[src/rtl/decoder_scan_nto2n_pkg.sv]
// Shared types, constants and the one-hot helper for the scanning decoder.
package decoder_pkg;

  // Widest supported select; the one-hot helper works at this width and
  // callers truncate to their own line count.
  localparam int MAX_N     = 6;
  localparam int MAX_LINES = 1 << MAX_N;

  typedef enum logic [1:0] {
    IDLE   = 2'd0,
    DIRECT = 2'd1,
    SCAN   = 2'd2
  } dec_state_t;

  localparam logic MODE_DIRECT = 1'b0;
  localparam logic MODE_SCAN   = 1'b1;

  // One-hot pattern with bit `idx` set, at the maximum line count.
  function automatic logic [MAX_LINES-1:0] onehot(input logic [MAX_N-1:0] idx);
    logic [MAX_LINES-1:0] v;
    v      = '0;
    v[idx] = 1'b1;
    return v;
  endfunction

endpackage

[src/rtl/decoder_scan_nto2n_scan_timer.sv]
// Dwell counter for the scan mode: counts up while running and reports
// `tick` once the count has reached the (live) dwell value.
module scan_timer
  #(
    parameter int DWELL_W = 8
  )
  (
    input  logic               clk,
    input  logic               rst_n,
    input  logic               clr,
    input  logic               run,
    input  logic [DWELL_W-1:0] dwell,
    output logic               tick
  );

  logic [DWELL_W-1:0] count_reg;

  // Compared combinationally so a lowered dwell takes effect on the next edge.
  assign tick = (count_reg >= dwell);

  // Count up while running; restart after each tick or on an explicit clear.
  always_ff @(posedge clk or negedge rst_n) begin
    if (!rst_n) begin
      count_reg <= '0;
    end else if (clr) begin
      count_reg <= '0;
    end else if (run) begin
      if (tick) begin
        count_reg <= '0;
      end else begin
        count_reg <= count_reg + DWELL_W'(1);
      end
    end
  end

endmodule

[src/rtl/decoder_scan_nto2n.sv]
// Registered N-to-2^N one-hot decoder with enable, direct decode and an
// autonomous scan mode that walks the active line with a programmable dwell.
module decoder_scan_nto2n
  import decoder_pkg::*;
  #(
    parameter int N       = 2,
    parameter int DWELL_W = 8
  )
  (
    input  logic               clk,
    input  logic               rst_n,
    input  logic               en,
    input  logic               mode,
    input  logic [N-1:0]       in,
    input  logic [DWELL_W-1:0] dwell,
    output logic [(1<<N)-1:0]  out,
    output logic [N-1:0]       idx,
    output logic               wrap
  );

  localparam int LINES = 1 << N;

  dec_state_t       state_reg;
  logic [N-1:0]     idx_reg;
  logic [LINES-1:0] out_reg;
  logic             wrap_reg;

  logic             scan_hold;
  logic             timer_tick;
  logic [N-1:0]     idx_inc;
  logic [LINES-1:0] in_hot;
  logic [LINES-1:0] inc_hot;

  // Scan only continues when already scanning; any other case restarts the dwell.
  assign scan_hold = en && (mode == MODE_SCAN) && (state_reg == SCAN);
  assign idx_inc   = idx_reg + N'(1);
  assign in_hot    = LINES'(onehot(MAX_N'(in)));
  assign inc_hot   = LINES'(onehot(MAX_N'(idx_inc)));

  scan_timer #(
    .DWELL_W (DWELL_W)
  ) u_scan_timer (
    .clk   (clk),
    .rst_n (rst_n),
    .clr   (!scan_hold),
    .run   (scan_hold),
    .dwell (dwell),
    .tick  (timer_tick)
  );

  // Mode FSM with registered line outputs; enable has priority, then mode.
  always_ff @(posedge clk or negedge rst_n) begin
    if (!rst_n) begin
      state_reg <= IDLE;
      idx_reg   <= '0;
      out_reg   <= '0;
      wrap_reg  <= 1'b0;
    end else if (!en) begin
      state_reg <= IDLE;
      out_reg   <= '0;
      wrap_reg  <= 1'b0;
    end else if (mode == MODE_DIRECT) begin
      state_reg <= DIRECT;
      idx_reg   <= in;
      out_reg   <= in_hot;
      wrap_reg  <= 1'b0;
    end else if (state_reg != SCAN) begin
      state_reg <= SCAN;
      idx_reg   <= in;
      out_reg   <= in_hot;
      wrap_reg  <= 1'b0;
    end else if (timer_tick) begin
      idx_reg   <= idx_inc;
      out_reg   <= inc_hot;
      wrap_reg  <= (idx_inc == '0);
    end else begin
      wrap_reg  <= 1'b0;
    end
  end

  assign out  = out_reg;
  assign idx  = idx_reg;
  assign wrap = wrap_reg;

endmodule

[config.mk]
export PLATFORM = sky130hd
export DESIGN_NAME = decoder_scan_nto2n
export DESIGN_NICKNAME = d
export VERILOG_FILES = /design/src/rtl/decoder_scan_nto2n_pkg.sv /design/src/rtl/decoder_scan_nto2n_scan_timer.sv /design/src/rtl/decoder_scan_nto2n.sv
export SDC_FILE = /design/constraint.sdc
export NUM_CORES = 1
export LEC_CHECK = 0
export ABC_CLOCK_PERIOD_IN_PS = 1800
export CAP_MARGIN = 5
export CORE_UTILIZATION = 45
export DETAILED_ROUTE_END_ITERATION = 12
export GPL_ROUTABILITY_DRIVEN = 0
export HOLD_SLACK_MARGIN = 0.03
export PLACE_DENSITY = 0.74
export SLEW_MARGIN = 20
export SYNTH_ARGS = -nofsm -noshare
export SYNTH_HDL_FRONTEND = slang
export SYNTH_SLANG_ARGS = --single-unit
export TNS_END_PERCENT = 50
[constraint.sdc]
create_clock -name clk -period 1.8 [get_ports clk]
set_clock_uncertainty 0.05 [all_clocks]
set_input_delay 0.36 -clock clk [delete_from_list [all_inputs] [get_ports clk]]
set_output_delay 0.36 -clock clk [all_outputs]
set_load 0.005 [all_outputs]
; Word level (Yosys, flattened, before mapping)
; Cells that the tools add are included.
[op_classes]
add_sub_neg = 2
n_eq_ne = 5
n_lt_le_gt_ge = 5
muxes = 20
reduce_logical = 6
[ops]
columns = operator, count
row1 = two-way mux 4 bit, 4
row2 = two-way mux 8 bit, 2
row3 = "less-than comparator 2 x 7 -> 1 bit, second input constant", 2
row4 = two-way mux 2 bit, 6
row5 = "adder 8 x 1 -> 8 bit, second input constant", 1
row6 = >= comparator 8 bit, 1
row7 = two-way mux 1 bit, 6
row8 = demux 1 bit (select 2 bit), 2
row9 = ">= comparator 2 x 1 -> 1 bit, second input constant", 2
row10 = logical AND 1 bit, 4
row11 = "inequality test 4 x 2 -> 1 bit, second input constant", 1
row12 = "inequality test 3 x 1 -> 1 bit, second input constant", 1
row13 = "inequality test 3 x 2 -> 1 bit, second input constant", 1
row14 = "adder 2 x 1 -> 2 bit, second input constant", 1
row15 = "equality test 2 bit, second input constant", 1
row16 = logical NOT 2 bit, 1
row17 = "inequality test 2 bit, second input constant", 1
row18 = AND reduction 2 bit, 1
[totals]
in_bits = 14
reg_bits = 17
output_inout_bits = 7
elab_cells = 43

; Longest topological paths before layout
; Gate-level depths: netlist of the first run.
[depth]
ltp_word = 9
ltp_mapped = 7
ltp_nobuf = 7

; Cells and area by module
; Synthesis of the first run repeated with hierarchy kept, for this count alone.
[unflattened]
cells_unflattened = 117
hier_area_um2 = 1202.4
[by_module_without_submodules]
columns = mod, cells_per_inst, seq_area_each_um2, area_per_inst_um2, instances
row1 = scan_timer, 69, 200.2, 696.9, 1
row2 = decoder_scan_nto2n, 48, 225.2, 505.5, 1

; Worst setup path before layout of the first run
; OpenSTA, ideal clock, no wires.
[synth_timing]
path_kind = register to register
from = register u_scan_timer.count_reg[2]
to = register idx_reg[1], in the netlist idx[1]
synth_period_minus_slack_ns = 1.689
arrival_time_ns = 1.545
t_required_ns = 1.656
setup_slack_ns = 0.111
setup_time_ns = 0.094
path_buffers = 0
path_stages_with_launch = 7
path_cell_list = dfrtp_1 -> ha_1 -> and3_1 -> o21ai_1 -> a31o_2 -> a21oi_2 -> a221oi_2
[synth_between]
elab_chain_len = 3
[synth_rtl]
columns = item, line
row1 = "start, declared", decoder_scan_nto2n_scan_timer.sv:16  ; logic [DWELL_W-1:0] count_reg;
row2 = "start signal, assigned", decoder_scan_nto2n_scan_timer.sv:31  ; count_reg <= count_reg + DWELL_W'(1);
row3 = >= comparator 8 bit, decoder_scan_nto2n_scan_timer.sv:19  ; assign tick = (count_reg >= dwell);
row4 = inequality test 3 x 1 -> 1 bit (no source line), n/a
row5 = AND reduction 2 bit (no source line), n/a
row6 = "end signal, assigned", decoder_scan_nto2n.sv:64  ; idx_reg <= in;
row7 = "end signal, assigned", decoder_scan_nto2n.sv:69  ; idx_reg <= in;
row8 = "end signal, assigned", decoder_scan_nto2n.sv:73  ; idx_reg <= idx_inc;
row9 = "end, declared", decoder_scan_nto2n.sv:24  ; logic [N-1:0] idx_reg;
; Every way passes these cells.
; A chain may end at the register's enable or synchronous reset.

; Final worst setup path of the first run
[layout_timing]
from = register u_scan_timer.count_reg[1]
to = register wrap_reg, in the netlist wrap
[layout_between]
elab_chain_len = 5
[layout_rtl]
columns = item, line
row1 = >= comparator 8 bit, decoder_scan_nto2n_scan_timer.sv:19
row2 = two-way mux 1 bit, decoder_scan_nto2n.sv:72  ; end else if (timer_tick) begin
row3 = two-way mux 1 bit, decoder_scan_nto2n.sv:67  ; end else if (state_reg != SCAN) begin
row4 = two-way mux 1 bit, decoder_scan_nto2n.sv:62  ; end else if (mode == MODE_DIRECT) begin
row5 = two-way mux 1 bit, decoder_scan_nto2n.sv:58  ; end else if (!en) begin
row6 = "end signal, assigned", decoder_scan_nto2n.sv:75  ; wrap_reg <= (idx_inc == '0);
row7 = "end, declared", decoder_scan_nto2n.sv:26  ; logic wrap_reg;
; Every way passes these cells.

==> flow_summary.toml, run 1 <==
[synth]
synth_seq_cells = 17
ys_seq_area_share_pct = 40.3
synthArstFlopShare_pct = 100
syn_nets = 138
yosysWarnings = 0
syn_inst = 111
synth.distinct_cells = 31
syn_avg_cell_area_um2 = 9.51
syn_area_um2 = 1060
synth-edff-count = 0
synth_ff_type = "dfrtp_1"

[final_layout]
multi_input_area_um2 = 766
largest_reg_flops = 8
area_delta_synth_final_pct = 51.2
fillCellCount = 158
final-seq-area_um2 = 425
layout.nets = 175
stdcell_count = 175
post-route-util_pct = 72.2
mostFrequentLayoutCells = "dfrtp_1 (17), clkdlybuf4s50_1 (15), buf_4 (12), inv_1 (11), nor2_1 (10)"
mostFrequentLayoutCell = "dfrtp_1"
antenna_cells = 0
drive_above_1_share_pct = 30.6
postLayoutCellArea_um2 = 1600

[clock_network]
htreeDepth = 1
root_buffer = "clkbuf_4"
cts_sinks = 17
cts.clk_slew.worst_paths_ns = 0.10
tritoncts = "built"
cts_inserted_buffers = 3
clkLatencyLatePin_ns = 0.30
clk_path_buf_depth = 2

[global_routing]
grt_pass1_vias = 906
grt_antenna_before_repair = 0
grt_max_degree = 18
grt_overflow = 0
grt_pass1_wl_um = 3940
groute.usage.overall_pct = 21.7

[timing]
holdWs_ns = 0.312
tightest_slew_ns = 0.371
relSlewSlack_pct = 75.2
max_freq_ghz = 0.544
hold_viol_final = 0
fin_crit_ns = 1.84
fin_setup_tns_ns = -0.0526
setup_viol = 2
rsz0062_at_grt = "yes"
fin_crit_sh_pct = 102
slew_viol_final = 0
setup_ws_ns = -0.0368

[worst_setup_path]
crit_type = "flip-flop to flip-flop"
cpMaxStageDelayCell = "dfrtp_1"
worstPathMaxFanout = 4
start_kind = "flip-flop"
worstPathArrival_ns = 2.04
worstPathRequired_ns = 2.00
cpPeakStageDelay_ns = 0.43
cp_cell_sequence = "ha_4 > nor2b_4 > o211ai_1 > buf_4 > a31o_4 > a21oi_4 > and3_4"
setup.worst_path.end_class = "flip-flop"

[floorplan]
ios = 21
die_h_um = 50.4
die-area_um2 = 2540
fp-row-count = 17
coreArea_um2 = 2210
start_util_pct = 47.7
die_w_um = 50.4

[place]
dp.cells = 168
place_area_um2 = 1360
dp_hpwl_um = 1690
place_ws_ns = -0.463
port_buffers = 20

[power]
power.total_mw = 0.824
ir_drop_v = 0.000403
power_density_nw_per_um2 = 516
leakage_nw = 0.704

[routing]
viasPerCell = 5.41
route.detailed.drc = 0
first_iter_violations = 28
drtAntennaViolNets = 0
drtPass1Iterations = 4
via_count = 946
drt-total-wl_um = 2640
wl_per_cell_um = 15.1

[run_status]
outcome = "finished, violations left"
violations = "negative setup slack"

[min_path]
hp-class = "input port to async pin"

[flow_run]
cap_violations = 0
## metal layers
| layer | global-route usage, % | share of wire [%] | up-vias |
|---|---|---|---|
| met2 | 34.0 | 50 | 28 |
| met3 | 3.64 | 3.0 | 8 |
| met1 | 26.3 | 43 | 451 |
| met5 | 0 | 0 | - |
| li1 | - | - | 459 |
| met4 | 16.7 | 3.5 | 0 |
## what timing repair did
| action | 4_1_cts | 5_1_grt |
|---|---|---|
| pin swaps | 7 | 17 |
| hold buffers | 0 | 0 |
| resized for setup | 8 | 25 |
| setup buffers | 0 | 3 |
| endpoints found under the setup margin | 15 | 15 |
## synth_stat cells (all sizes together) (4+ instances only)
library cell,instances,area (um2)
a311oi,4,35.0
and3,4,25.0
dfrtp,17,425
ha,13,163
inv,13,48.8
nand2,10,40.0
nand3,5,30.0
nor2,11,43.8
nor3,5,25.0
xor2,4,35.0
## power by group
part / internal (mW) / leakage (nW) / switching [mW]
Combinational: 0.104 / 0.462 / 0.0907
Sequential: 0.398 / 0.227 / 0.0176
Clock: 0.0866 / 0.0150 / 0.127
## worst max-delay path, delay by kind of cell, from the launching register on
kind	cells	cell delay (ns)
flops	1	0.43
buf+inv	1	0.15
fa+ha+maj	1	0.29
compound gates	3	0.53
simple gates	2	0.33
## cells by family after synthesis
| group | after synthesis | synth area share (%) |
|---|---|---|
| AND/OR/NAND/NOR | 44 | 21.2 |
| AO/OA/AOI/OAI | 18 | 13.5 |
| flip-flops | 17 | 40.3 |
| buffers and inverters | 13 | 4.62 |
| adder cells (fa/ha/maj) | 13 | 15.4 |
| XOR/XNOR | 6 | 4.98 |
## final cells by class
type	count	area share [%]
timing repair buffer	32	18.5
clock buffer	4	1.65
tap	28	2.19
inverter	13	3.06
sequential	17	26.6
multi-input combinational	81	48.0
## path summary, 6_finish.rpt
check | slack (ns) | end | from | depth (start not counted)
max | -0.04 | wrap | u_scan_timer.count_reg[1] | 7
min | 0.31 | out[2] | rst_n | 2
max reg2reg | -0.04 | wrap | u_scan_timer.count_reg[1] | 7
min reg2reg | 0.51 | u_scan_timer.count_reg[0] | u_scan_timer.count_reg[0] | 2
max in group asynchronous | 1.20 | u_scan_timer.count_reg[3] | rst_n | 2
min in group clk | 0.51 | u_scan_timer.count_reg[0] | u_scan_timer.count_reg[0] | 2
Power figures use the tool's default switching activity.
==> run 2, diff against run 1 <==
--- a/config.mk
+++ b/config.mk
@@ -7,11 +7,11 @@
 export LEC_CHECK = 0
 export ABC_CLOCK_PERIOD_IN_PS = 1800
 export CAP_MARGIN = 5
-export CORE_UTILIZATION = 45
+export CORE_UTILIZATION = 40
 export DETAILED_ROUTE_END_ITERATION = 12
 export GPL_ROUTABILITY_DRIVEN = 0
 export HOLD_SLACK_MARGIN = 0.03
-export PLACE_DENSITY = 0.74
+export PLACE_DENSITY = 0.7
 export SLEW_MARGIN = 20
 export SYNTH_ARGS = -nofsm -noshare
 export SYNTH_HDL_FRONTEND = slang
==> run 2 against run 1 <==
Net effect: the flow still finishes with violations (negative setup slack); clock power up 2%; largest power group unchanged; non-clock buffer count is 2 lower; register-to-register slack better by 0.02 ns; die area up 12%; flip-flop and latch count did not move; via count shrank 1.9%; sequential power is essentially flat; routed wire length shrank 1.8%; highest routed layer unchanged; hold slack better by 0.0060 ns; clock-buffer cell count decreased by 1; combinational power fell by 7%; critical path depth rose by 1.
==> flow_summary.toml, run 2 (same netlist as run 1, synthesis figures left out) <==
[routing]
drt-total-wl_um = 2590
drtAntennaViolNets = 0
wl_per_cell_um = 14.8
drtPass1Iterations = 4
first_iter_violations = 13
viasPerCell = 5.30
route.detailed.drc = 0
via_count = 928

[final_layout]
layout.nets = 173
largest_reg_flops = 8
antenna_cells = 0
mostFrequentLayoutCells = "dfrtp_1 (16), clkdlybuf4s50_1 (13)"
post-route-util_pct = 62.8
drive_above_1_share_pct = 31.0
final-seq-area_um2 = 427
stdcell_count = 175
postLayoutCellArea_um2 = 1560
fillCellCount = 207
area_delta_synth_final_pct = 47.3
mostFrequentLayoutCell = "dfrtp_1"
multi_input_area_um2 = 744

[floorplan]
start_util_pct = 42.6
die_w_um = 53.4
die_h_um = 53.4
ios = 21
fp-row-count = 18
coreArea_um2 = 2480
die-area_um2 = 2850

[min_path]
hp-class = "input port to async pin"

[run_status]
outcome = "finished, violations left"
violations = "negative setup slack"

[worst_setup_path]
cpMaxStageDelayCell = "clkdlybuf4s50_1"
path_buf_inv = 3
start_kind = "input port"
worstPathArrival_ns = 1.99
crit_type = "input port to flip-flop"
setup.worst_path.end_class = "flip-flop"
worstPathMaxFanout = 5
rr_endpoint = "out[2]"
worstReg2RegStart = "u_scan_timer.count_reg[1]"
worstPathRequired_ns = 1.95
rr_worst_depth = 7
path_delay_family = "buffers and inverters"
cpPeakStageDelay_ns = 0.45
cp_cell_sequence = "clkdlybuf4s50_1 > inv_1 > ha_4 > o211ai_1 > buf_4 > a31oi_4 > nor3_2 > a311oi_2"
r2r_slack_ns = -0.02

[place]
dp_hpwl_um = 1830
place_area_um2 = 1350
dp.cells = 169
port_buffers = 20

[global_routing]
grt_antenna_before_repair = 0
grt_pass1_vias = 932
grt_overflow = 0
grt_pass1_wl_um = 3960
grt_max_degree = 18
groute.usage.overall_pct = 19.9

[timing]
rsz0062_at_grt = "yes"
fin_setup_tns_ns = -0.0387
setup_viol = 1
max_freq_ghz = 0.544
fin_crit_sh_pct = 102
relSlewSlack_pct = 78.3
fin_crit_ns = 1.84
setup_ws_ns = -0.0387
tightest_slew_ns = 0.324
slew_viol_final = 0
hold_viol_final = 0

[clock_network]
cts_sinks = 17
tritoncts = "built"
root_buffer = "clkbuf_4"
cts_inserted_buffers = 3
clkLatencyLatePin_ns = 0.30
htreeDepth = 1
clk_path_buf_depth = 2
cts.clk_slew.worst_paths_ns = 0.11

[power]
leakage_nw = 0.673
power_density_nw_per_um2 = 524
ir_drop_v = 0.000417

[flow_run]
cap_violations = 0
==> run 2: metrics by stage <==
step                      total power, mW  hold slack (ns)  setup WS, ns
after floorplan                     0.489           0.0144         0.111
after global placement              0.578            0.478        -0.441
after detailed placement            0.583            0.492        -0.499
after CTS                           0.820            0.327       -0.0112
after global routing                0.859            0.329       -0.0935
final                               0.816            0.318       -0.0387
==> run 2: area by class of cell <==
type                    instances  share of cell area, %
clock inverters                 1                  0.322
multi-input cells              81                   47.9
well taps                      30                   2.41
flip-flops and latches         17                   27.4
clock buffers                   3                   1.45
repair buffers                 30                   17.4
inverters                      13                   3.14
==> run 2: worst max-delay path by stage <==
stage,start,end,cells after the start
4_1_cts,u_scan_timer.count_reg[1],idx[1],6
5_1_grt,u_scan_timer.count_reg[1],out[3],7
3_3_place_gp,dwell[1],idx[1],8
6_report,dwell[3],out[2],8
2_1_floorplan,u_scan_timer.count_reg[2],idx[1],6
3_5_place_dp,dwell[2],out[2],8
==> run 2: repair_timing <==
action,4_1_cts,5_1_grt
pin swaps,22,4
setup buffers,2,0
hold buffers,0,0
resized for setup,34,3
setup endpoints to repair,15,15
==> run 2: layer usage <==
metal,GRT usage [%],part of all wire (%),up-vias
met4,11.0,2.9,0
met3,3.16,3.1,11
met2,34.0,51,26
met5,0,0,-
li1,-,-,452
met1,23.2,43,439
==> run 2: power breakdown <==
part           leakage, nW  internal (mW)  switching, mW
clock               0.0177         0.0829          0.136
sequential           0.226          0.398         0.0166
combinational        0.430         0.0956         0.0865
==> run 3, diff against run 2 <==
--- a/config.mk
+++ b/config.mk
@@ -11,7 +11,9 @@
 export DETAILED_ROUTE_END_ITERATION = 12
 export GPL_ROUTABILITY_DRIVEN = 0
 export HOLD_SLACK_MARGIN = 0.03
+export MAX_ROUTING_LAYER = met4
 export PLACE_DENSITY = 0.7
+export RECOVER_POWER = 50
 export SLEW_MARGIN = 20
 export SYNTH_ARGS = -nofsm -noshare
 export SYNTH_HDL_FRONTEND = slang
==> run 3 against run 2 <==
Net effect: the run still ends with negative setup slack left; register-to-register slack hardly changed; hold slack better by 0.18 ns; cell count stayed put; core utilization is 0.15 points lower; sequential share of layout area is 0.066 points higher; clock-buffer cell count stayed put; largest cell class unchanged; die area stayed put; maximum frequency is 0.69% higher; critical path type unchanged; flip-flop and latch count stayed put.
==> flow_summary.toml, run 3 (same netlist as run 1, synthesis figures left out) <==
[routing]
route.detailed.drc = 0
drtPass1Iterations = 5
via_count = 932
first_iter_violations = 17
wl_per_cell_um = 14.8
drtAntennaViolNets = 0
viasPerCell = 5.33
drt-total-wl_um = 2590

[timing]
holdWs_ns = 0.503
setup_ws_ns = -0.0262
setup_viol = 1
fin_setup_tns_ns = -0.0262
fin_crit_ns = 1.83
tightest_slew_ns = 0.913
fin_crit_sh_pct = 101
rsz0062_at_grt = "yes"
relSlewSlack_pct = 39.1
max_freq_ghz = 0.548
hold_viol_final = 0
slew_viol_final = 0

[global_routing]
busiest_layer = "met2"
grt_overflow = 0
grt_use_met3_pct = 3.16
grt_pass1_vias = 934
grtUsageMet2_pct = 34.0
grt_antenna_before_repair = 0
grt_max_degree = 18
groute.usage.overall_pct = 20.4
grt_pass1_wl_um = 3960
grt.met1_usage_pct = 23.2

[place]
port_buffers = 20
dp_hpwl_um = 1830

[power]
comb_power_share_pct = 22.1
ir_drop_v = 0.000427
internal_power_mw = 0.575
seq_power_share_pct = 50.7
leakage_nw = 0.670
p_clk_share_pct = 27.2
power_density_nw_per_um2 = 527
swShare_pct = 29.6
p_switching_mw = 0.242

[worst_setup_path]
setup.worst_path.end_class = "flip-flop"
start_kind = "input port"
worstPathMaxFanout = 5
worstPathRequired_ns = 1.96
worstPathArrival_ns = 1.99
crit_type = "input port to flip-flop"

[run_status]
violations = "negative setup slack"
outcome = "finished, violations left"

[floorplan]
die-area_um2 = 2850
die_w_um = 53.4
start_util_pct = 42.6
fp-row-count = 18
coreArea_um2 = 2480
ios = 21
die_h_um = 53.4

[clock_network]
cts.clk_slew.worst_paths_ns = 0.11
root_buffer = "clkbuf_4"
clk_path_buf_depth = 2
tritoncts = "built"
clkLatencyLatePin_ns = 0.31
cts_inserted_buffers = 3
cts_sinks = 17
htreeDepth = 1
ctsHoldBuffers = 0

[final_layout]
drive_above_1_share_pct = 30.3
mostFrequentLayoutCells = "dfrtp_1 (16), clkdlybuf4s50_1 (12), inv_1 (9), nand2_1 (9), nor2_1 (9)"
layout.nets = 173
final-seq-area_um2 = 427
largest_reg_flops = 8
multi_input_area_um2 = 744
fillCellCount = 209
antenna_cells = 0
area_delta_synth_final_pct = 46.9
post-route-util_pct = 62.6
mostFrequentLayoutCell = "dfrtp_1"

[flow_run]
cap_violations = 0

[min_path]
hp-class = "flip-flop to flip-flop"
[run 3: changes by cell type in the layout (fill, tap and decap cells not counted), sizes merged]
cell and change:
buf -1, clkbuf +1, clkdlybuf4s50 -1, dlygate4sd3 +1
[run 3: per-layer routing]
layer,up-vias,wire (um)
li1,452,-
met1,439,1110
met2,28,1310
met3,13,92
met4,0,74
met5,-,0
[run 3: layout make-up]
cell class	count	share of cell area, %
Multi-Input combinational cell	81	48.0
Sequential cell	17	27.5
Timing Repair Buffer	30	17.2
Inverter	13	3.15
Tap cell	30	2.42
Clock buffer	3	1.45
Clock inverter	1	0.323
[run 3: path summary, 6_finish.rpt]
kind | from | to | slack (ns) | depth (start not counted)
min in group asynchronous | rst_n | out[3] | 0.63 | 2
min | u_scan_timer.count_reg[0] | u_scan_timer.count_reg[0] | 0.50 | 2
min reg2reg | u_scan_timer.count_reg[0] | u_scan_timer.count_reg[0] | 0.50 | 2
max reg2reg | u_scan_timer.count_reg[1] | out[2] | -0.02 | 7
max | dwell[3] | out[2] | -0.03 | 8
max in group asynchronous | rst_n | u_scan_timer.count_reg[5] | 0.44 | 2
[run 3: power groups by stage]
stage / Sequential, mW / Combinational, mW / Clock (mW)
CTS: 0.415 / 0.182 / 0.224
global placement: 0.421 / 0.158 / 0
detailed placement: 0.421 / 0.162 / 0
floorplan: 0.421 / 0.0687 / 0
finish: 0.415 / 0.180 / 0.222
global route: 0.417 / 0.200 / 0.241
[run 3: critical path, cell delays in order]
cell and delay (ns):
clkdlybuf4s50_1 0.45, inv_1 0.06, ha_4 0.28, o211ai_1 0.11, buf_4 0.16, a31oi_4 0.22
nor3_2 0.09, a311oi_2 0.25
[run 3: what timing repair did]
item,CTS,global route
setup buffers,2,0
setup endpoints to repair,15,15
pin swaps,22,4
resized for setup,34,3
[run 3: through the flow]
step                      cells  area, um2  setup WS (ns)  power (mW)
after detailed placement    169       1350         -0.499       0.583
after CTS                   175       1550        -0.0112       0.820
final                       175       1550        -0.0262       0.817
after floorplan             111       1060          0.111       0.489
after global routing        175       1550        -0.0935       0.857
after global placement      169       1350         -0.441       0.578
